`src/rtl/dmem_arb_pkg.sv`:
```
// dmem_arb_pkg: shared constants and helpers for the data-memory arbiter.
//   REQ_M0 / REQ_M1    : requester indices (CPU LSU = 0, DMA/debug = 1)
//   *_WIDTH_DEF        : default address, data and stall-counter widths
//   addr_aligned()     : word-alignment check on the two address LSBs
package dmem_arb_pkg;

    localparam logic REQ_M0 = 1'b0;
    localparam logic REQ_M1 = 1'b1;

    localparam int unsigned A_WIDTH_DEF   = 32'd32;
    localparam int unsigned D_WIDTH_DEF   = 32'd32;
    localparam int unsigned CNT_WIDTH_DEF = 32'd16;

    // A request is issued to memory only when its byte address is word aligned.
    function automatic logic addr_aligned(input logic [1:0] lsb);
        return (lsb == 2'b00);
    endfunction

endpackage

```
`src/rtl/rr_arb2.sv`:
```
// rr_arb2: two-way round-robin arbiter.
//   clk, rst_n : clock, asynchronous active-low reset
//   req[1:0]   : contenders (bit index = requester index)
//   gnt[1:0]   : one-hot winner, combinational from req and the last-winner register
// A sole contender always wins; on contention the requester that did not win
// last time is chosen. Reset makes requester 1 the last winner so requester 0
// wins the first contention.
module rr_arb2
    import dmem_arb_pkg::*;
(
    input  logic       clk,
    input  logic       rst_n,
    input  logic [1:0] req,
    output logic [1:0] gnt
);

    logic last_r;

    // Winner selection from the contenders and the last-winner pointer.
    always_comb begin
        gnt = 2'b00;
        case (req)
            2'b01:   gnt = 2'b01;
            2'b10:   gnt = 2'b10;
            2'b11:   gnt = (last_r == REQ_M1) ? 2'b01 : 2'b10;
            default: gnt = 2'b00;
        endcase
    end

    // Last-winner pointer, updated on every grant.
    always_ff @(posedge clk or negedge rst_n) begin
        if (!rst_n) begin
            last_r <= REQ_M1;
        end else if (gnt != 2'b00) begin
            last_r <= gnt[1];
        end else begin
            last_r <= last_r;
        end
    end

endmodule

```
`src/rtl/dmem_arbiter.sv`:
```
// dmem_arbiter: shares the dual-port data memory between the CPU LSU (m0) and
// the DMA/debug engine (m1). Writes and reads are arbitrated independently, so
// one write and one read from different requesters can issue in one cycle.
//   mX_req/we/addr/wdata : request from requester X (held until gnt)
//   mX_gnt, mX_err       : accept this cycle / accepted but misaligned (comb)
//   mX_rvalid, mX_rdata  : read return, one cycle after an aligned read accept
//   mX_stall_cnt         : saturating count of cycles with req and no gnt
//   mem_we/w_addr/w_data : memory write port
//   mem_re/r_addr        : memory read port; mem_r_data returns one cycle later
module dmem_arbiter
    import dmem_arb_pkg::*;
#(
    parameter int unsigned A_WIDTH   = A_WIDTH_DEF,
    parameter int unsigned D_WIDTH   = D_WIDTH_DEF,
    parameter int unsigned CNT_WIDTH = CNT_WIDTH_DEF
) (
    input  logic                 clk,
    input  logic                 rst_n,
    input  logic                 m0_req,
    input  logic                 m0_we,
    input  logic [A_WIDTH-1:0]   m0_addr,
    input  logic [D_WIDTH-1:0]   m0_wdata,
    input  logic                 m1_req,
    input  logic                 m1_we,
    input  logic [A_WIDTH-1:0]   m1_addr,
    input  logic [D_WIDTH-1:0]   m1_wdata,
    output logic                 m0_gnt,
    output logic                 m1_gnt,
    output logic                 m0_err,
    output logic                 m1_err,
    output logic                 m0_rvalid,
    output logic                 m1_rvalid,
    output logic [D_WIDTH-1:0]   m0_rdata,
    output logic [D_WIDTH-1:0]   m1_rdata,
    output logic [CNT_WIDTH-1:0] m0_stall_cnt,
    output logic [CNT_WIDTH-1:0] m1_stall_cnt,
    output logic                 mem_we,
    output logic [A_WIDTH-1:0]   mem_w_addr,
    output logic [D_WIDTH-1:0]   mem_w_data,
    output logic                 mem_re,
    output logic [A_WIDTH-1:0]   mem_r_addr,
    input  logic [D_WIDTH-1:0]   mem_r_data
);

    localparam logic [CNT_WIDTH-1:0] CNT_ONE = {{(CNT_WIDTH-1){1'b0}}, 1'b1};
    localparam logic [CNT_WIDTH-1:0] CNT_MAX = {CNT_WIDTH{1'b1}};

    logic [1:0]           req_s;
    logic [1:0]           wr_req_s;
    logic [1:0]           rd_req_s;
    logic [1:0]           wr_gnt_s;
    logic [1:0]           rd_gnt_s;
    logic [1:0]           gnt_s;
    logic [1:0]           aligned_s;
    logic                 mem_we_s;
    logic                 mem_re_s;
    logic                 rd_pend_r;
    logic                 rd_owner_r;
    logic [CNT_WIDTH-1:0] stall_cnt_r [2];

    // Requests are masked while reset is held so no grant leaks out of reset.
    assign req_s     = {m1_req, m0_req} & {2{rst_n}};
    assign wr_req_s  = req_s & {m1_we, m0_we};
    assign rd_req_s  = req_s & ~{m1_we, m0_we};
    assign aligned_s = {addr_aligned(m1_addr[1:0]), addr_aligned(m0_addr[1:0])};

    rr_arb2 u_wr_arb (
        .clk   (clk),
        .rst_n (rst_n),
        .req   (wr_req_s),
        .gnt   (wr_gnt_s)
    );

    rr_arb2 u_rd_arb (
        .clk   (clk),
        .rst_n (rst_n),
        .req   (rd_req_s),
        .gnt   (rd_gnt_s)
    );

    // A requester has a single request, so at most one class grants it.
    assign gnt_s  = wr_gnt_s | rd_gnt_s;
    assign m0_gnt = gnt_s[0];
    assign m1_gnt = gnt_s[1];
    assign m0_err = gnt_s[0] & ~aligned_s[0];
    assign m1_err = gnt_s[1] & ~aligned_s[1];

    // Write port mux: misaligned winners are granted but never reach memory.
    always_comb begin
        mem_we_s   = 1'b0;
        mem_w_addr = m0_addr;
        mem_w_data = m0_wdata;
        if (wr_gnt_s[1]) begin
            mem_we_s   = aligned_s[1];
            mem_w_addr = m1_addr;
            mem_w_data = m1_wdata;
        end else if (wr_gnt_s[0]) begin
            mem_we_s   = aligned_s[0];
        end else begin
            mem_we_s   = 1'b0;
        end
    end

    // Read port mux, same masking of misaligned winners as the write port.
    always_comb begin
        mem_re_s   = 1'b0;
        mem_r_addr = m0_addr;
        if (rd_gnt_s[1]) begin
            mem_re_s   = aligned_s[1];
            mem_r_addr = m1_addr;
        end else if (rd_gnt_s[0]) begin
            mem_re_s   = aligned_s[0];
        end else begin
            mem_re_s   = 1'b0;
        end
    end

    assign mem_we = mem_we_s;
    assign mem_re = mem_re_s;

    // Read-response tracking: remember that a read issued and who owns it.
    always_ff @(posedge clk or negedge rst_n) begin
        if (!rst_n) begin
            rd_pend_r  <= 1'b0;
            rd_owner_r <= REQ_M0;
        end else begin
            rd_pend_r  <= mem_re_s;
            rd_owner_r <= rd_gnt_s[1];
        end
    end

    assign m0_rvalid = rd_pend_r & (rd_owner_r == REQ_M0);
    assign m1_rvalid = rd_pend_r & (rd_owner_r == REQ_M1);
    assign m0_rdata  = mem_r_data;
    assign m1_rdata  = mem_r_data;

    // Saturating stall counters; only reset clears them.
    always_ff @(posedge clk or negedge rst_n) begin
        if (!rst_n) begin
            stall_cnt_r[0] <= '0;
            stall_cnt_r[1] <= '0;
        end else begin
            for (int i = 0; i < 2; i++) begin
                if (req_s[i] && !gnt_s[i] && (stall_cnt_r[i] != CNT_MAX)) begin
                    stall_cnt_r[i] <= stall_cnt_r[i] + CNT_ONE;
                end else begin
                    stall_cnt_r[i] <= stall_cnt_r[i];
                end
            end
        end
    end

    assign m0_stall_cnt = stall_cnt_r[0];
    assign m1_stall_cnt = stall_cnt_r[1];

endmodule

```
`config.mk`:
```
export PLATFORM = sky130hd
export DESIGN_NAME = dmem_arbiter
export DESIGN_NICKNAME = d
export VERILOG_FILES = /design/src/rtl/dmem_arb_pkg.sv /design/src/rtl/rr_arb2.sv /design/src/rtl/dmem_arbiter.sv
export SDC_FILE = /design/constraint.sdc
export NUM_CORES = 1
export LEC_CHECK = 0
export ABC_AREA = 0
export BUFFER_PORTS_ARGS = -buffer_cell sky130_fd_sc_hd__buf_4
export CAP_MARGIN = 20
export CORE_AREA = 2 2 142 144
export DETAILED_ROUTE_END_ITERATION = 8
export DIE_AREA = 0 0 144 146
export GPL_TIMING_DRIVEN = 0
export PLACE_DENSITY = 0.5
export SLEW_MARGIN = 20
export SYNTH_ARGS = -nofsm -noshare
export SYNTH_HDL_FRONTEND = slang
export SYNTH_SLANG_ARGS = --single-unit
```
`constraint.sdc`:
```
create_clock -name clk -period 1.65 [get_ports clk]
set_input_delay 0.2475 -clock clk [delete_from_list [all_inputs] [get_ports clk]]
set_output_delay 0.2475 -clock clk [all_outputs]
set_load 0.005 [all_outputs]
```
# ---- After elaboration in Yosys (flattened, before gate mapping)
# Cells that the tools add are included.
dict set report op_classes {
  add_sub_neg 2
  n_eq_ne 8
  reduce_logical 10
  muxes 11
  bitwise_logic 12
}
# operator n
set op_table {}
lappend op_table {{$mux W32} 3}
lappend op_table {{$add A16 B1 Y16 const B} 2}
lappend op_table {{$ne A16 B16 Y1 const B} 2}
lappend op_table {{$pmux W2 S3} 2}
lappend op_table {{$eq A2 B2 Y1 const B} 4}
lappend op_table {{$and A2 B2 Y2} 3}
lappend op_table {{$and A1 B1 Y1} 4}
lappend op_table {{$eq A2 B1 Y1 const B} 2}
lappend op_table {{$logic_and A1 B1 Y1} 4}
lappend op_table {{$logic_not A2 Y1} 2}
lappend op_table {{$mux W1} 4}
lappend op_table {{$mux W2} 2}
lappend op_table {{$reduce_bool A2 Y1} 2}
lappend op_table {{$not A1 Y1} 3}
lappend op_table {{$logic_not A1 Y1} 2}
lappend op_table {{$not A2 Y2} 1}
lappend op_table {{$or A2 B2 Y2} 1}
dict set report word_totals {
  ff_bits 36
  inputBits 166
  elab_cells 49
}

# ---- Logic depth before layout (Yosys ltp)
# Gate-level depths: netlist of the first run.
dict set report depth {
  depth_word 8
  ltp_mapped 6
  depth_no_buf 5
}

# ---- By module
# Synthesis of the first run repeated with hierarchy kept, for this count alone.
dict set report unflattened {
  cells_unflattened 359
  area_unflattened_um2 3492.1
}
# module n_inst cells_per_inst area_per_inst_um2
set modules_own_cells {}
lappend modules_own_cells {dmem_arbiter 1 347 3382.0}
lappend modules_own_cells {rr_arb2 2 6 55.1}

# ---- Worst setup path before layout of the first run
# Ideal clock, no wire load.
dict set report synth_timing {
  path_type {flip-flop to flip-flop}
  start {register stall_cnt_r (netlist bit m1_stall_cnt[0])}
  end {register stall_cnt_r (netlist bit m1_stall_cnt[1])}
  required_time_ns 1.525
  stages_incl_launch_ff 6
  arrival_ns 1.542
  synth_period_minus_slack_ns 1.667
  slack_ns -0.017
  path_buffers 0
  cell_sequence {dfrtp_1 > ha_1 > and4_1 > nand3_2 > o21a_2 > mux2_2}
}
dict set report synth_via {
  elab_chain_len 2
  elab_cells_between_ends 3
  classes_between {add/sub: 1; eq/ne: 1; reduce/logical: 1}
}
# element line
set synth_rtl {}
lappend synth_rtl {{start: declaration} dmem_arbiter.sv:59} ;# logic [CNT_WIDTH-1:0] stall_cnt_r [2];
lappend synth_rtl {{start signal: indexed assignment} dmem_arbiter.sv:145} ;# stall_cnt_r[i] <= stall_cnt_r[i] + CNT_ONE;
lappend synth_rtl {{start signal: indexed assignment} dmem_arbiter.sv:147} ;# stall_cnt_r[i] <= stall_cnt_r[i];
lappend synth_rtl {{branches (longest 2 deep; another with $add A16 B1 Y16)} n/a}
# Several ways; the timed one is not identified.
# A chain may end at the register's enable or synchronous reset.

# ---- Final worst setup path of the first run
dict set report layout_timing {
  start {register u_wr_arb.last_r}
  end {output port mem_w_addr[26]}
}
dict set report layout_via {
  elab_chain_len 3
}
# element line
set layout_rtl {}
lappend layout_rtl {{start: declaration} rr_arb2.sv:17} ;# logic last_r;
lappend layout_rtl {{start signal: assignment} rr_arb2.sv:35} ;# last_r <= gnt[1];
lappend layout_rtl {{start signal: assignment} rr_arb2.sv:37} ;# last_r <= last_r;
lappend layout_rtl {{$mux W2} rr_arb2.sv:25} ;# 2'b11: gnt = (last_r == REQ_M1) ? 2'b01 : 2'b10;
lappend layout_rtl {{$pmux W2 S3} rr_arb2.sv:22} ;# case (req)
lappend layout_rtl {{$mux W32} dmem_arbiter.sv:93} ;# if (wr_gnt_s[1]) begin
lappend layout_rtl {{end: declaration} dmem_arbiter.sv:38} ;# output logic [A_WIDTH-1:0] mem_w_addr,
# Every way passes these cells.

==> impl_results.md, run 1 <==
- Post-Layout Cell Count: 991
- Avg Inst Size Synth: between 10 and 15 sq um
- Drt total wl: ~18000 um
- CP startpoint kind: register
- Relative slew slack: 0.6242
- Clk buf depth: 2
- Register area share after synthesis: 0.2514
- Worst hold slack: about 370 ps
- H-Tree Depth: 2
- Initial core utilization: 0.1859
- Crit path DAT: between 1500 and 2000 ps
- Die width: between 100 and 150 um
- Post-Syn Nets: 517
- 1st-pass router iterations: 4
- Layout area overhead: 110.3%
- Vias in the first global route: roughly 4500
- Final core occ: 0.3909
- First-pass GRT wire length: 26340 um
- Dpl cell area: 0.006434 sq mm
- Boundary Pins: ~370
- DRT iter0 DRCs: 100
- Commonest cells in the netlist: 95 x mux2_2, 72 x buf_4, 34 x dfrtp_1
- Fmax: 500.0 MHz
- Syn Std Cell Area: around 0.0036 sq mm
- CTS sink cnt: 36
- Worst-path clk slew: approximately 50 ps
- Clock buffer count from CTS: 5
- Placement Setup Slack: -1104 ps
- CTS tree: done
- Seq cells post-synth: 36
- Overflow after GRT: 0
- Initial antenna violation count: 1
- Setup TNS Final: -33220 ps
- Asr flop ratio synth: 1.000
- Main synth FF type: dfrtp_1
- Share of cells above drive strength 1: 0.7959
- Total die area: approximately 0.021 sq mm
- Max Cap Violations: 0
- Routed len/inst: between 15 and 20 um
- Post-synth top area cell: mux2_2
- Final ANT Viol Nets: 0
- Unrepaired setup endpoints after global routing: yes
- Top cells by area, synth: mux2_2 30%, dfrtp_1 24%, buf_4 15%, xnor2_1 6.3%, o211ai_1 2.5%
- PwrDens: about 510 mW/mm^2
- Post-synth EDFFs: 0
- Detail Placement HPWL: approximately 14000 um
- Vias: roughly 4200
- Synth warnings: 0
- RD Place Congestion: between 0.9 and 1
- GRT Util Overall: 0.1614
- CP Max Fanout: 10
- Core Area: approximately 0.019 sq mm
- Maximum number of pins on one net before global-route repair: 35
- Leak: ~3.7 nW
- DRC: 0
- Hold Crit Class: input pin to register
- Maximum vdd drop: between 0.3 and 0.4 mV
- WP data required: ~1400 ps
- Failing checks: setup timing
- Count of final setup violators: 119
- Clk_lat worst skew: 280 ps
- Final #Nets: ~900
- Max-slew violation count: 0
- Final period utilization: 1.212
- Minimum clock period: between 1500 and 2000 ps
- Port bufs: between 300 and 400
- Final Cell Area: ~0.0076 sq mm
- Root Buffer: clkbuf_16
- CP endpoint kind: primary output
- Outcome: finished with violations
- Worst slew pin tran: between 500 and 600 ps
- Tot Pwr: around 3.8 mW
- Slack of the critical path: -349.9 ps
- Number of vias per cell: ~4.2
- Dpl cells: around 950
- Yosys cell types: 44
- Cells after synthesis: 349
- # rows: 51
- Fin. Hold Viols: 0
- CP Class: register to primary output
- Most frequent cell after synthesis: mux2_2
- Die height: 146 um
- Layout Skew: roughly 3.6 ps
- Synth top area share: 0.2977
==> critical path: stages (launching register included) <==
cell and delay (ps):
dfstp_2 390, a31oi_4 260, buf_12 190, buf_8 150, mux2_2 340, buf_4 140
==> placed cells by master (no fill, tap or decap), drive strengths merged, types with 6 or more instances in the layout <==
master | netlist | final
o211ai | 12 | 12
xnor2 | 26 | 26
nand3 | 8 | 8
nor2 | 6 | 6
dfrtp | 34 | 34
nand4 | 13 | 13
buf | 77 | 444
and3 | 8 | 8
nand2 | 8 | 8
mux2 | 98 | 98
clkbuf | 1 | 8
==> cell type report <==
cell class	instances	area, sq um
flip-flops and latches	36	904.6
inverters	4	15.01
well taps	265	331.6
repair buffers	371	3136
clock buffers	6	128.9
fillers	1965	11780
multi-input cells	231	2386
plain buffers	76	648.1
diodes	1	2.502
clock inverters	1	5.005
==> final timing paths <==
check,depth (start not counted),endpoint,from,slack [ps]
worst max register to register,6,m0_stall_cnt[10],u_rd_arb.last_r,-120
worst max-delay path,5,mem_w_addr[26],u_wr_arb.last_r,-350
worst min-delay path,3,u_rd_arb.last_r,rst_n,370
max in group asynchronous,3,m0_stall_cnt[7],rst_n,700
worst min register to register,1,m1_stall_cnt[10],m1_stall_cnt[10],490
min in group asynchronous,2,u_rd_arb.last_r,rst_n,720
==> state kept, by name (all words and copies together), names as in the netlist <==
| register | flops |
|---|---|
| m0_stall_cnt | 16 |
| u_rd_arb.last_r | 1 |
| rd_owner_r | 1 |
| u_wr_arb.last_r | 1 |
| rd_pend_r | 1 |
| m1_stall_cnt | 16 |
==> metal layers <==
metal  up-vias  global-route usage  part of all wire
li1       1965                   -                 -
met1      2025              0.1907              0.39
met2       199              0.2943              0.53
met3        20             0.03653             0.070
met4         0             0.03529             0.018
met5         -                   0                 0
==> cells by family (layout without fill, tap and decap cells) <==
logic type                 after synthesis  in the layout  share of synthesized area
muxes                                   98             98                     0.3071
buffers and inverters                   82            458                     0.1643
and+or+nand+nor                         69             69                     0.1226
DFF                                     36             36                     0.2514
AOI/OAI and AO/OA                       34             34                    0.07939
xor gates and xnor gates                28             28                    0.06825
adders and majority gates                2              2                   0.006963
other                                    0              1                          0
==> power by group <==
part	switching (mW)	internal, mW	total [mW]
Combinational	0.651	1.23	1.88
Sequential	0.0875	0.971	1.06
Clock	0.351	0.549	0.900
Total	1.09	2.75	3.84
==> repair_timing <==
item	in CTS	in global routing
buffers inserted	20	10
cloned	5	2
gates resized for setup	97	61
hold endpoints to repair	34	0
pin swaps	7	19
setup endpoints to repair	130	131
hold buffers	2	0
(Power assumes the default switching activity.)
==> run 2: changes to the inputs <==
Settings changed: CTS_BUF_LIST from default to sky130_fd_sc_hd__clkbuf_4 sky130_fd_sc_hd__clkbuf_8, HOLD_SLACK_MARGIN from default to 0.12, PLACE_DENSITY 0.5 to 0.48.
Clock period 1.65 ns to 2.3 ns, I/O delays scaled along.
==> impl_results.md, run 2 (synthesis results as in run 1) <==
- Commonest cells after routing, fill and taps aside: 400 x buf_4, 95 x mux2_2, 34 x dfrtp_1, 26 x xnor2_1
- CTS tree: done
- Setup TNS Final: 0 ps
- DRC: 0
- Routed len/inst: 17.51 um
- Antenna cells: 0
- Detail Placement HPWL: around 14000 um
- Outcome: finished clean
- Unrepaired setup endpoints after global routing: no
- 1st-pass router iterations: 4
- Vias: around 4000
- Leading cell type in the layout, fill and taps excluded: buf_4
- Leak: approximately 3.2 nW
- Port bufs: 333
- CP endpoint kind: primary output
- Maximum number of pins on one net before global-route repair: 21
- Share of cells above drive strength 1: 0.7619
- Number of vias per cell: between 4 and 5
- # rows: 51
- Die width: 144 um
- WP data required: between 1500 and 2000 ps
- Fin. Hold Viols: 0
- Fillers: a little over 2000
- Final Cell Area: roughly 0.0066 sq mm
- Layout area overhead: 84.54%
- Slowest CP cell: dfstp_2
- Boundary Pins: 366
- Clk buf depth: 2
- CP Max Fanout: 10
- Die height: roughly 150 um
- PwrDens: roughly 350 mW/mm^2
- Worst-path clk slew: approximately 70 ps
- Worst slew pin tran: 782.9 ps
- Crit-path cells: a31oi_4, buf_8, buf_6, mux2_2, buf_4
- Maximum vdd drop: between 0.15 and 0.2 mV
- Max Cap Violations: 0
- Fmax: about 450 MHz
- Tot Pwr: 2.313 mW
- Count of final setup violators: 0
- Final ANT Viol Nets: 0
- Crit path DAT: roughly 1900 ps
- Dpl cell area: approximately 0.0064 sq mm
- CP Class: register to primary output
- Postcts setup bufs: 0
- Final #Nets: 860
- Initial antenna violation count: 0
- Clock buffer count from CTS: 5
- Minimum clock period: around 2200 ps
- Final period utilization: 0.9572
- Overflow after GRT: 0
- Core Area: roughly 0.019 sq mm
- CP peak stage delay: ~400 ps
- Reg2Reg Setup Slack: about 430 ps
- Relative slew slack: 0.4763
- Total die area: 0.02102 sq mm
- Max-slew violation count: 0
- First-pass GRT wire length: roughly 24000 um
- CTS sink cnt: 36
- CP startpoint kind: register
- DRT iter0 DRCs: a little under 80
- Root Buffer: clkbuf_8
- H-Tree Depth: 2
- Drt total wl: 16770 um
- Hold Crit Class: input pin to register
- Layout Skew: approximately 9 ps
- Initial core utilization: 0.1859
- RD Place Congestion: 0.8248
- Clk_lat worst skew: ~290 ps
- GRT Util Overall: 0.1494
- Vias in the first global route: between 4000 and 5000
-- run 2: cell types whose count changed in the layout (fill, tap and decap cells not counted), moves of 4 or more --
cell | before | now
buf_12 | 4 | 0
buf_6 | 57 | 4
buf_4 | 370 | 400
clkbuf_16 | 6 | 0
mux2_4 | 34 | 0
clkbuf_8 | 0 | 6
o2111ai_1 | 0 | 4
buf_8 | 9 | 1
mux2_2 | 64 | 95
-- run 2: area by class of cell --
cell class	count	area [sq um]	share of cell area
Inverter	4	15.01	0.002264
Buffer	78	596.8	0.09000
Timing Repair Buffer	336	2572	0.3879
Clock buffer	8	97.59	0.01472
Multi-Input combinational cell	231	2115	0.3189
Tap cell	265	331.6	0.05000
Sequential cell	36	903.4	0.1362
-- run 2: worst max-delay path, delay by kind of cell (launching register included) --
kind / cells / cell delay (ps)
mux: 1 / 380
flops: 1 / 400
compound gates: 1 / 260
buf+inv: 3 / 510
-- run 2: worst paths after layout --
check / start / endpoint / cells past startpoint
min: rst_n / u_rd_arb.last_r / 3
max in group asynchronous: rst_n / rd_owner_r / 2
min in group asynchronous: rst_n / m1_stall_cnt[7] / 2
min reg2reg: m1_stall_cnt[10] / m1_stall_cnt[10] / 1
max reg2reg: m1_stall_cnt[0] / m1_stall_cnt[1] / 5
max: u_wr_arb.last_r / mem_w_addr[9] / 5
-- run 2: per-stage QoR --
step           setup WS, ps  cells  hold WS [ps]  utilization
5_1_grt               7.972    958         432.7       0.3430
4_1_cts               25.55    958         426.7       0.3423
2_1_floorplan         600.3    349         49.41            -
3_5_place_dp         -624.3    947         379.4       0.3323
6_report              98.43    958         443.7       0.3430
3_3_place_gp         -601.9    947         370.7       0.3323
-- run 2: repair_timing --
action	4_1_cts	5_1_grt
resized for setup	8	4
pin swaps	1	1
hold buffers	2	0
setup endpoints to repair	100	19
hold endpoints to repair	36	0
cloned	1	0
-- run 2: per-layer routing --
metal  up-vias  global-route usage  routed length, um
li1       1904                   -                  -
met4         0             0.03186                217
met1      1876              0.1644               6281
met5         -                   0                  0
met2       186              0.2790               8789
met3        12             0.04508               1484
-- run 2: report_power, final --
group          leakage, nW  switching, mW  internal [mW]
logic                 2.70          0.359          0.677
clock network       0.0523          0.226          0.268
registers            0.487         0.0868          0.695
total                 3.24          0.672           1.64
==> run 3: changes to the inputs <==
Clock period 2.3 ns to 2.1 ns, I/O delays scaled along.
==> impl_results.md, run 3 (synthesis results as in run 1) <==
- GRT Util Overall: 0.1504
- Clk buf depth: 2
- Number of vias per cell: about 4.2
- Fillers: 2006
- Relative slew slack: 0.4829
- Clk_lat worst skew: 290 ps
- Overflow after GRT: 0
- First-pass GRT wire length: 24380 um
- Routed len/inst: around 17 um
- Crit path DAT: about 1800 ps
- Vias in the first global route: about 4200
- Worst hold slack: roughly 400 ps
- CP startpoint kind: register
- Max Cap Violations: 0
- Commonest cells after routing, fill and taps aside: 383 x buf_4, 74 x mux2_2, 34 x dfrtp_1, 26 x xnor2_1, 25 x buf_6
- H-Tree Depth: 2
- Port bufs: 333
- Switch Pwr: ~0.75 mW
- Final ANT Viol Nets: 0
- Worst slew pin tran: between 700 and 800 ps
- CTS tree: done
- Drt total wl: approximately 17000 um
- Maximum number of pins on one net before global-route repair: 21
- Final #Nets: just under 900
- Leading cell type in the layout, fill and taps excluded: buf_4
- Fin. Hold Viols: 0
- DRT iter0 DRCs: 71
- Hold Crit Class: input pin to register
- CP Max Fanout: 10
- Leak: roughly 3.4 nW
- Detail Placement HPWL: 14390 um
- Worst-path clk slew: around 70 ps
- Initial antenna violation count: 0
- Tot Pwr: roughly 2.6 mW
- Boundary Pins: about 370
- RD Place Congestion: around 0.82
- Initial core utilization: 0.1859
- Int Pwr: between 1.5 and 2 mW
- Max-slew violation count: 0
- Die width: between 100 and 150 um
- Clock buffer count from CTS: 5
- Layout Skew: 8.687 ps
- Register share of total power: 0.327
- CP Class: register to primary output
- DRC: 0
- Count of final setup violators: 0
- Layout area overhead: 91.82%
- Minimum clock period: approximately 2100 ps
- Fmax: roughly 480 MHz
- Switching Share: 0.2893
- Core Area: approximately 0.019 sq mm
- Clock power frac: 0.208
- CTS sink cnt: 36
- WP data required: 1780 ps
- Total die area: about 0.021 sq mm
- PwrDens: around 380 mW/mm^2
- Vias: 4008
- Maximum vdd drop: 0.1975 mV
- CP endpoint kind: primary output
- Die height: between 100 and 150 um
- Share of cells above drive strength 1: 0.7657
- Antenna cells: 0
- Dpl cells: approximately 950
- Unrepaired setup endpoints after global routing: yes
- Final period utilization: 0.9965
- Combinational share of power: 0.464
- Root Buffer: clkbuf_8
- 1st-pass router iterations: 4
- Outcome: finished clean
- # rows: 51
- Post-Layout Cell Count: about 970
run 3: cell types whose count changed in the layout (fill, tap and decap cells not counted):
cell | previous run | this run
a21oi_2 | 0 | 1
mux2_4 | 0 | 21
a21oi_1 | 3 | 2
buf_8 | 1 | 2
mux2_2 | 95 | 74
buf_2 | 3 | 2
buf_12 | 0 | 3
buf_6 | 4 | 25
buf_4 | 400 | 383
run 3: through the flow:
stage	util	setup TNS, ps	cell area [sq um]	setup slack, ps
after floorplan	-	0	3593	433.2
after global placement	0.3323	-50570	6425	-741.9
after detailed placement	0.3323	-53410	6425	-764.3
after CTS	0.3461	-954.3	6691	-57.51
after global routing	0.3565	-3690	6893	-88.00
final	0.3565	0	6893	7.274
run 3: final cells by class:
class / count / area (sq um) / area share
multi-input cells: 231 / 2197 / 0.3188
clock buffers: 8 / 97.59 / 0.01416
repair buffers: 343 / 2708 / 0.3928
well taps: 265 / 331.6 / 0.04810
flip-flops and latches: 36 / 903.4 / 0.1311
plain buffers: 78 / 640.6 / 0.09294
inverters: 4 / 15.01 / 0.002178
run 3: worst paths after layout:
path,from,endpoint,slack [ps],cells after the start
setup / recovery,u_wr_arb.last_r,mem_w_addr[5],7,5
hold / removal,rst_n,u_rd_arb.last_r,410,3
setup reg to reg,m1_stall_cnt[0],m1_stall_cnt[1],230,5
hold reg to reg,m1_stall_cnt[10],m1_stall_cnt[10],490,1
max in group asynchronous,rst_n,rd_owner_r,950,2
min in group asynchronous,rst_n,m1_stall_cnt[7],550,2
run 3: repair_timing:
action	CTS	global route
buffers inserted	7	0
setup endpoints to repair	101	82
pin swaps	2	2
endpoints found under the hold margin	36	0
hold buffers	2	0
gates resized for setup	14	53
gates cloned	1	0
run 3: layer usage:
metal / vias to the layer above / routed length, um / global-route usage
li1: 1912 / - / -
met1: 1900 / 6255 / 0.1654
met2: 182 / 8860 / 0.2783
met3: 14 / 1416 / 0.04574
met4: 0 / 282 / 0.03725
met5: - / 0 / 0
run 3: worst max-delay path: stages (launching register included):
cell and delay, ps:
dfstp_2 390, a31oi_4 280, buf_8 190, buf_12 150, mux2_2 340, buf_4 140
run 3: power groups by stage:
stage / clock, mW / sequential (mW) / combinational (mW)
3_5_place_dp: 0 / 0.868 / 1.13
6_report: 0.542 / 0.853 / 1.21
5_1_grt: 0.596 / 0.866 / 1.30
4_1_cts: 0.571 / 0.853 / 1.19
2_1_floorplan: 0 / 0.847 / 0.413
3_3_place_gp: 0 / 0.864 / 1.12
